--- config.mk ---
export PLATFORM = sky130hd
export DESIGN_NAME = ifetch
export DESIGN_NICKNAME = d
export VERILOG_FILES = /design/src/rtl/ifetch_pkg.sv /design/src/rtl/ifetch_buf.sv /design/src/rtl/ifetch.sv
export SDC_FILE = /design/constraint.sdc
export NUM_CORES = 1
export LEC_CHECK = 0
export CORE_AREA = 2 2 190 192
export DETAILED_ROUTE_END_ITERATION = 16
export DIE_AREA = 0 0 192 194
export SLEW_MARGIN = 20
export SYNTH_ARGS = -nofsm -noshare
export SYNTH_HDL_FRONTEND = slang
export SYNTH_SLANG_ARGS = --single-unit
--- constraint.sdc ---
create_clock -name clk -period 6.4 [get_ports clk]
set_input_delay 0.96 -clock clk [delete_from_list [all_inputs] [get_ports clk]]
set_output_delay 0.96 -clock clk [all_outputs]
set_load 0.02 [all_outputs]
--- src/rtl/ifetch_pkg.sv ---
// ifetch_pkg: shared widths, fetch entry type and PC helper
// for the instruction fetch stage.
package ifetch_pkg;

  localparam int XLEN = 32;
  localparam int PC_WIDTH = XLEN;
  localparam int INSTR_WIDTH = 32;
  localparam int INSTR_BYTES = 4;

  typedef logic [PC_WIDTH-1:0] pc_t;
  typedef logic [INSTR_WIDTH-1:0] instr_t;

  typedef struct packed {
    pc_t    pc;
    instr_t instr;
  } fetch_entry_t;

  // Clear the byte-offset bits of a fetch target.
  function automatic pc_t align_pc(pc_t pc);
    return pc & ~pc_t'(INSTR_BYTES - 1);
  endfunction

endpackage

--- src/rtl/ifetch_buf.sv ---
// ifetch_buf: DEPTH-entry in-order allocate/fill/pop fetch queue.
// Ports: alloc/alloc_pc (tail), fill/fill_data (fill pointer),
// pop (head), clear (flush), head_* (head entry), count
// (allocated entries), pending (allocated but unfilled).
module ifetch_buf
  import ifetch_pkg::*;
#(
  parameter int DEPTH = 4,
  localparam int PW = $clog2(DEPTH),
  localparam int CW = $clog2(DEPTH + 1)
) (
  input  logic                   clk,
  input  logic                   rst,
  input  logic                   alloc,
  input  logic [PC_WIDTH-1:0]    alloc_pc,
  input  logic                   fill,
  input  logic [INSTR_WIDTH-1:0] fill_data,
  input  logic                   pop,
  input  logic                   clear,
  output logic                   head_valid,
  output logic [PC_WIDTH-1:0]    head_pc,
  output logic [INSTR_WIDTH-1:0] head_instr,
  output logic [CW-1:0]          count,
  output logic [CW-1:0]          pending
);

  fetch_entry_t     ent_q [DEPTH];
  logic [DEPTH-1:0] filled_q;
  logic [PW-1:0]    head_q;
  logic [PW-1:0]    tail_q;
  logic [PW-1:0]    fill_q;
  logic [CW-1:0]    cnt_q;
  logic [CW-1:0]    pend_q;

  always_ff @(posedge clk) begin
    if (rst) begin
      for (int i = 0; i < DEPTH; i++) begin
        ent_q[i] <= '0;
      end
      filled_q <= '0;
      head_q   <= '0;
      tail_q   <= '0;
      fill_q   <= '0;
      cnt_q    <= '0;
      pend_q   <= '0;
    end else if (clear) begin
      filled_q <= '0;
      head_q   <= '0;
      tail_q   <= '0;
      fill_q   <= '0;
      cnt_q    <= '0;
      pend_q   <= '0;
    end else begin
      if (alloc) begin
        ent_q[tail_q].pc <= alloc_pc;
        filled_q[tail_q] <= 1'b0;
        tail_q <= tail_q + PW'(1);
      end
      if (fill) begin
        ent_q[fill_q].instr <= fill_data;
        filled_q[fill_q] <= 1'b1;
        fill_q <= fill_q + PW'(1);
      end
      // Drop the filled flag so an empty head never looks valid.
      if (pop) begin
        filled_q[head_q] <= 1'b0;
        head_q <= head_q + PW'(1);
      end
      cnt_q  <= cnt_q + CW'(alloc) - CW'(pop);
      pend_q <= pend_q + CW'(alloc) - CW'(fill);
    end
  end

  assign head_valid = filled_q[head_q];
  assign head_pc    = ent_q[head_q].pc;
  assign head_instr = ent_q[head_q].instr;
  assign count      = cnt_q;
  assign pending    = pend_q;

endmodule

--- src/rtl/ifetch.sv ---
// ifetch: fetch PC, imem request gating, redirect flush and
// discard of stale responses. Ports: redir_* from execute,
// imem_* to instruction memory, if_* valid/ready to IF/ID.
module ifetch
  import ifetch_pkg::*;
#(
  parameter logic [PC_WIDTH-1:0] RESET_PC = 32'h8000_0000,
  parameter int DEPTH = 4
) (
  input  logic                   clk,
  input  logic                   rst,
  input  logic                   redir_valid_i,
  input  logic [PC_WIDTH-1:0]    redir_pc_i,
  output logic                   imem_req_o,
  output logic [PC_WIDTH-1:0]    imem_addr_o,
  input  logic                   imem_gnt_i,
  input  logic                   imem_rvalid_i,
  input  logic [INSTR_WIDTH-1:0] imem_rdata_i,
  output logic                   if_valid_o,
  input  logic                   if_ready_i,
  output logic [PC_WIDTH-1:0]    if_pc_o,
  output logic [INSTR_WIDTH-1:0] if_instr_o
);

  localparam int CW = $clog2(DEPTH + 1);

  logic [PC_WIDTH-1:0] pc_q;
  logic [CW-1:0]       discard_q;
  logic [CW-1:0]       alloc_cnt;
  logic [CW-1:0]       pend_cnt;
  logic [CW:0]         used;
  logic                grant;
  logic                dropping;
  logic                fill;
  logic                pop;

  // Credits come from registered counts only, so every
  // outstanding request (live or discarded) has a slot.
  assign used = {1'b0, alloc_cnt} + {1'b0, discard_q};
  assign imem_req_o = !rst && !redir_valid_i
                   && (used < (CW + 1)'(DEPTH));
  assign imem_addr_o = pc_q;

  assign grant    = imem_req_o && imem_gnt_i;
  assign dropping = (discard_q != '0);
  assign fill     = imem_rvalid_i && !dropping
                 && !redir_valid_i;
  assign pop      = if_valid_o && if_ready_i
                 && !redir_valid_i;

  always_ff @(posedge clk) begin
    if (rst) begin
      pc_q      <= RESET_PC;
      discard_q <= '0;
    end else if (redir_valid_i) begin
      pc_q      <= align_pc(redir_pc_i);
      // Every unfilled entry still owes a response; one
      // arriving right now is already accounted for.
      discard_q <= discard_q + pend_cnt
                 - CW'(imem_rvalid_i);
    end else begin
      if (grant) begin
        pc_q <= pc_q + PC_WIDTH'(INSTR_BYTES);
      end
      if (imem_rvalid_i && dropping) begin
        discard_q <= discard_q - CW'(1);
      end
    end
  end

  ifetch_buf #(
    .DEPTH(DEPTH)
  ) u_buf (
    .clk       (clk),
    .rst       (rst),
    .alloc     (grant),
    .alloc_pc  (pc_q),
    .fill      (fill),
    .fill_data (imem_rdata_i),
    .pop       (pop),
    .clear     (redir_valid_i),
    .head_valid(if_valid_o),
    .head_pc   (if_pc_o),
    .head_instr(if_instr_o),
    .count     (alloc_cnt),
    .pending   (pend_cnt)
  );

endmodule

==> results_dict.tcl <==
set metrics [dict create \
    critical_path_required_ns 5.44 \
    syn-cell-area_mm2 0.0139 \
    grt_pass1_vias 8861 \
    areaGrowthSynthToFinish_pct 21.7 \
    worstMarginPinSlew_ns 1.07 \
    die_area_mm2 0.0372 \
    dr.pass1.iters 5 \
    ant_nets 0 \
    grt_first_pass_wirelength_mm 52.7 \
    crit_arrival_ns 3.07 \
    gp_congestion 0.757 \
    drc 0 \
    hold_ws_ns 0.565 \
    ios 168 \
    met2WireLength_mm 17.3 \
    clk_pin_slew_ns 0.06 \
    period_share_pct 63.0 \
    cts.sinks 299 \
    cts.htree.levels 2 \
    wire_per_inst_um 21.3 \
    routed_wl_mm 34.4 \
    top_layer_used "met4" \
    synth_top_area_share_pct 53.5 \
    finalClockSkew_ns 0.0186 \
    viasPerCell 5.37 \
    wl_met3_mm 1.40 \
    avgSynthCellArea_um2 13.9 \
    end_kind "primary output" \
    row_count 69 \
    m1WireLength_mm 15.0 \
    layout.nets 1227 \
    clock-root-buffer "clkbuf_16" \
    antenna_found_initial 2 \
    synth-edff-count 248 \
    cts_tree "done" \
    finalCriticalPeriod_ns 4.03 \
    portBuffers 161 \
    drv_slew 0 \
    outcome "finished clean" \
    holdPathEnd "u_buf.fill_q[1]" \
    ir_drop_mv 0.158 \
    start_kind "flop" \
    fin_setup_tns_ns 0 \
    dp_hpwl_mm 20.0 \
    overflow 0 \
    die_w_um 192 \
    die_y_um 194 \
    synth_top_area_cell "edfxtp_1" \
    hold_viol_final 0 \
    hold_depth 2 \
    cap_violations 0 \
    worstReg2RegEnd "u_buf.ent_q[1][35]" \
    cts_setup_buffers 0 \
    core_mm2 0.0352 \
    setup_viol 0 \
    crit-reg2reg-launch "discard_q[2]" \
    layout_common_cells "248 x edfxtp_1, 160 x and3_1, 159 x clkdlybuf4s50_1" \
    synthArstFlopShare_pct 0 \
    p_per_area_mw_per_mm2 280 \
    synth_ff_type "edfxtp_1" \
    synth_cell_type_count 65 \
    final_common_cell "edfxtp_1" \
    synthTopCellsByArea "edfxtp_1 54%, mux4_2 10%, dfxtp_1 7.3%" \
    grt_usage_pct 18.5 \
    drive_gt1_share_pct 14.2 \
    relSlewSlack_pct 28.6 \
    cp_max_fo 41 \
    post-place-ws_ns 2.10 \
    start_util_pct 39.5 \
    ys_warn_count 0 \
    hold_buffers 0 \
    rsz0062_at_grt "false" \
    insertion_delay_ns 0.50 \
    setup_slack_ns 2.37 \
    cts_resized 0 \
    min-delay-path-class "flop to flop" \
    cts_made_buffers 34 \
    drtIter0Drc 540 \
    fmax_mhz 248 \
    netlist_instances 999 \
    min_from "u_buf.fill_q[1]" \
    p_leak_nw 6.57 \
    ys_seq_area_share_pct 60.8 \
    rrSetupSlack_ns 2.85 \
    worstSetupPathType "flop to primary output" \
    synth_seq_cells 299 \
    reg2reg_depth 7 \
    grt_start_max_net_pins 129 \
    num_vias 8674 \
    clockBufferDepth 3 \
]
[synthesized netlist by cell type (10+ instances only)]
cell type and n:
edfxtp_1 248, buf_2 14, a31oi_1 11, and3_1 160, mux4_2 63, and2_1 92
ha_1 24, clkbuf_1 57, inv_1 25, nand2_1 34, dfxtp_1 51, xnor2_1 14
o21ai_0 12, nor2_1 25, nor2b_1 10, a21oi_1 24, nand4_1 10
[report_power, final]
part	total [W]	switching, W	internal [W]
clock network	0.00184	0.000748	0.00110
registers	0.00229	0.0000641	0.00223
logic	0.000607	0.000340	0.000267
total	0.00474	0.00115	0.00359
[worst max path at each step]
| stage | endpoint | cells past startpoint | from | slack (ns) |
|---|---|---|---|---|
| 2_1_floorplan | imem_req_o | 4 | redir_valid_i | 3.38 |
| 3_3_place_gp | u_buf.ent_q[1][34] | 7 | imem_gnt_i | 2.15 |
| 3_5_place_dp | u_buf.ent_q[1][34] | 7 | imem_gnt_i | 2.10 |
| 4_1_cts | if_pc_o[7] | 3 | flop | 2.12 |
| 5_1_grt | if_pc_o[7] | 4 | flop | 2.23 |
| 6_report | if_instr_o[3] | 3 | flop | 2.37 |
[sequential cells by signal (all words and copies together), names as in the netlist, named ones only]
name	flops
imem_addr_o	30
u_buf.pending	3
u_buf.ent_q	248
u_buf.head_q	2
u_buf.tail_q	2
u_buf.filled_q	4
u_buf.fill_q	2
u_buf.count	3
discard_q	3
[layout make-up]
class,count,area (um2)
diodes,2,5.00
well taps,461,577
fillers,3087,18300
clock inverters,8,70.1
multi-input cells,591,4980
flip-flops and latches,299,8470
inverters,26,103
clock buffers,51,977
repair buffers,178,1750
[logic make-up (layout without fill, tap and decap cells)]
group / after synthesis / count (layout) / share of synthesized area [%]
XOR/XNOR: 17 / 17 / 1.07
flip-flops: 299 / 299 / 60.8
other: 1 / 6 / 0.0269
adder cells (fa/ha/maj): 27 / 27 / 2.59
AND/OR/NAND/NOR: 384 / 384 / 16.7
buffers and inverters: 112 / 263 / 3.69
AO/OA/AOI/OAI: 88 / 88 / 4.32
multiplexers: 71 / 71 / 10.8
[layer usage]
layer / GRT usage [%] / up-vias
met5: 0 / -
met4: 5.54 / 0
met3: 2.37 / 50
met2: 30.9 / 197
met1: 25.2 / 4391
li1: - / 4036
[through the flow]
step,instance area [um2],cells,total power (W),util (%)
detailed placement,15900,1554,0.00294,45.0
CTS,16900,1613,0.00478,48.0
global route,16900,1616,0.00491,48.1
floorplan,13900,1002,0.00267,-
finish,16900,1616,0.00474,48.1
global placement,15900,1554,0.00294,45.0
[critical path: stages, from the launching register on]
cell,delay (ns)
dfxtp_2,0.82
buf_4,0.68
mux4_2,0.44
clkdlybuf4s50_1,0.56
Note: power is estimated with default switching activity, not from simulation.
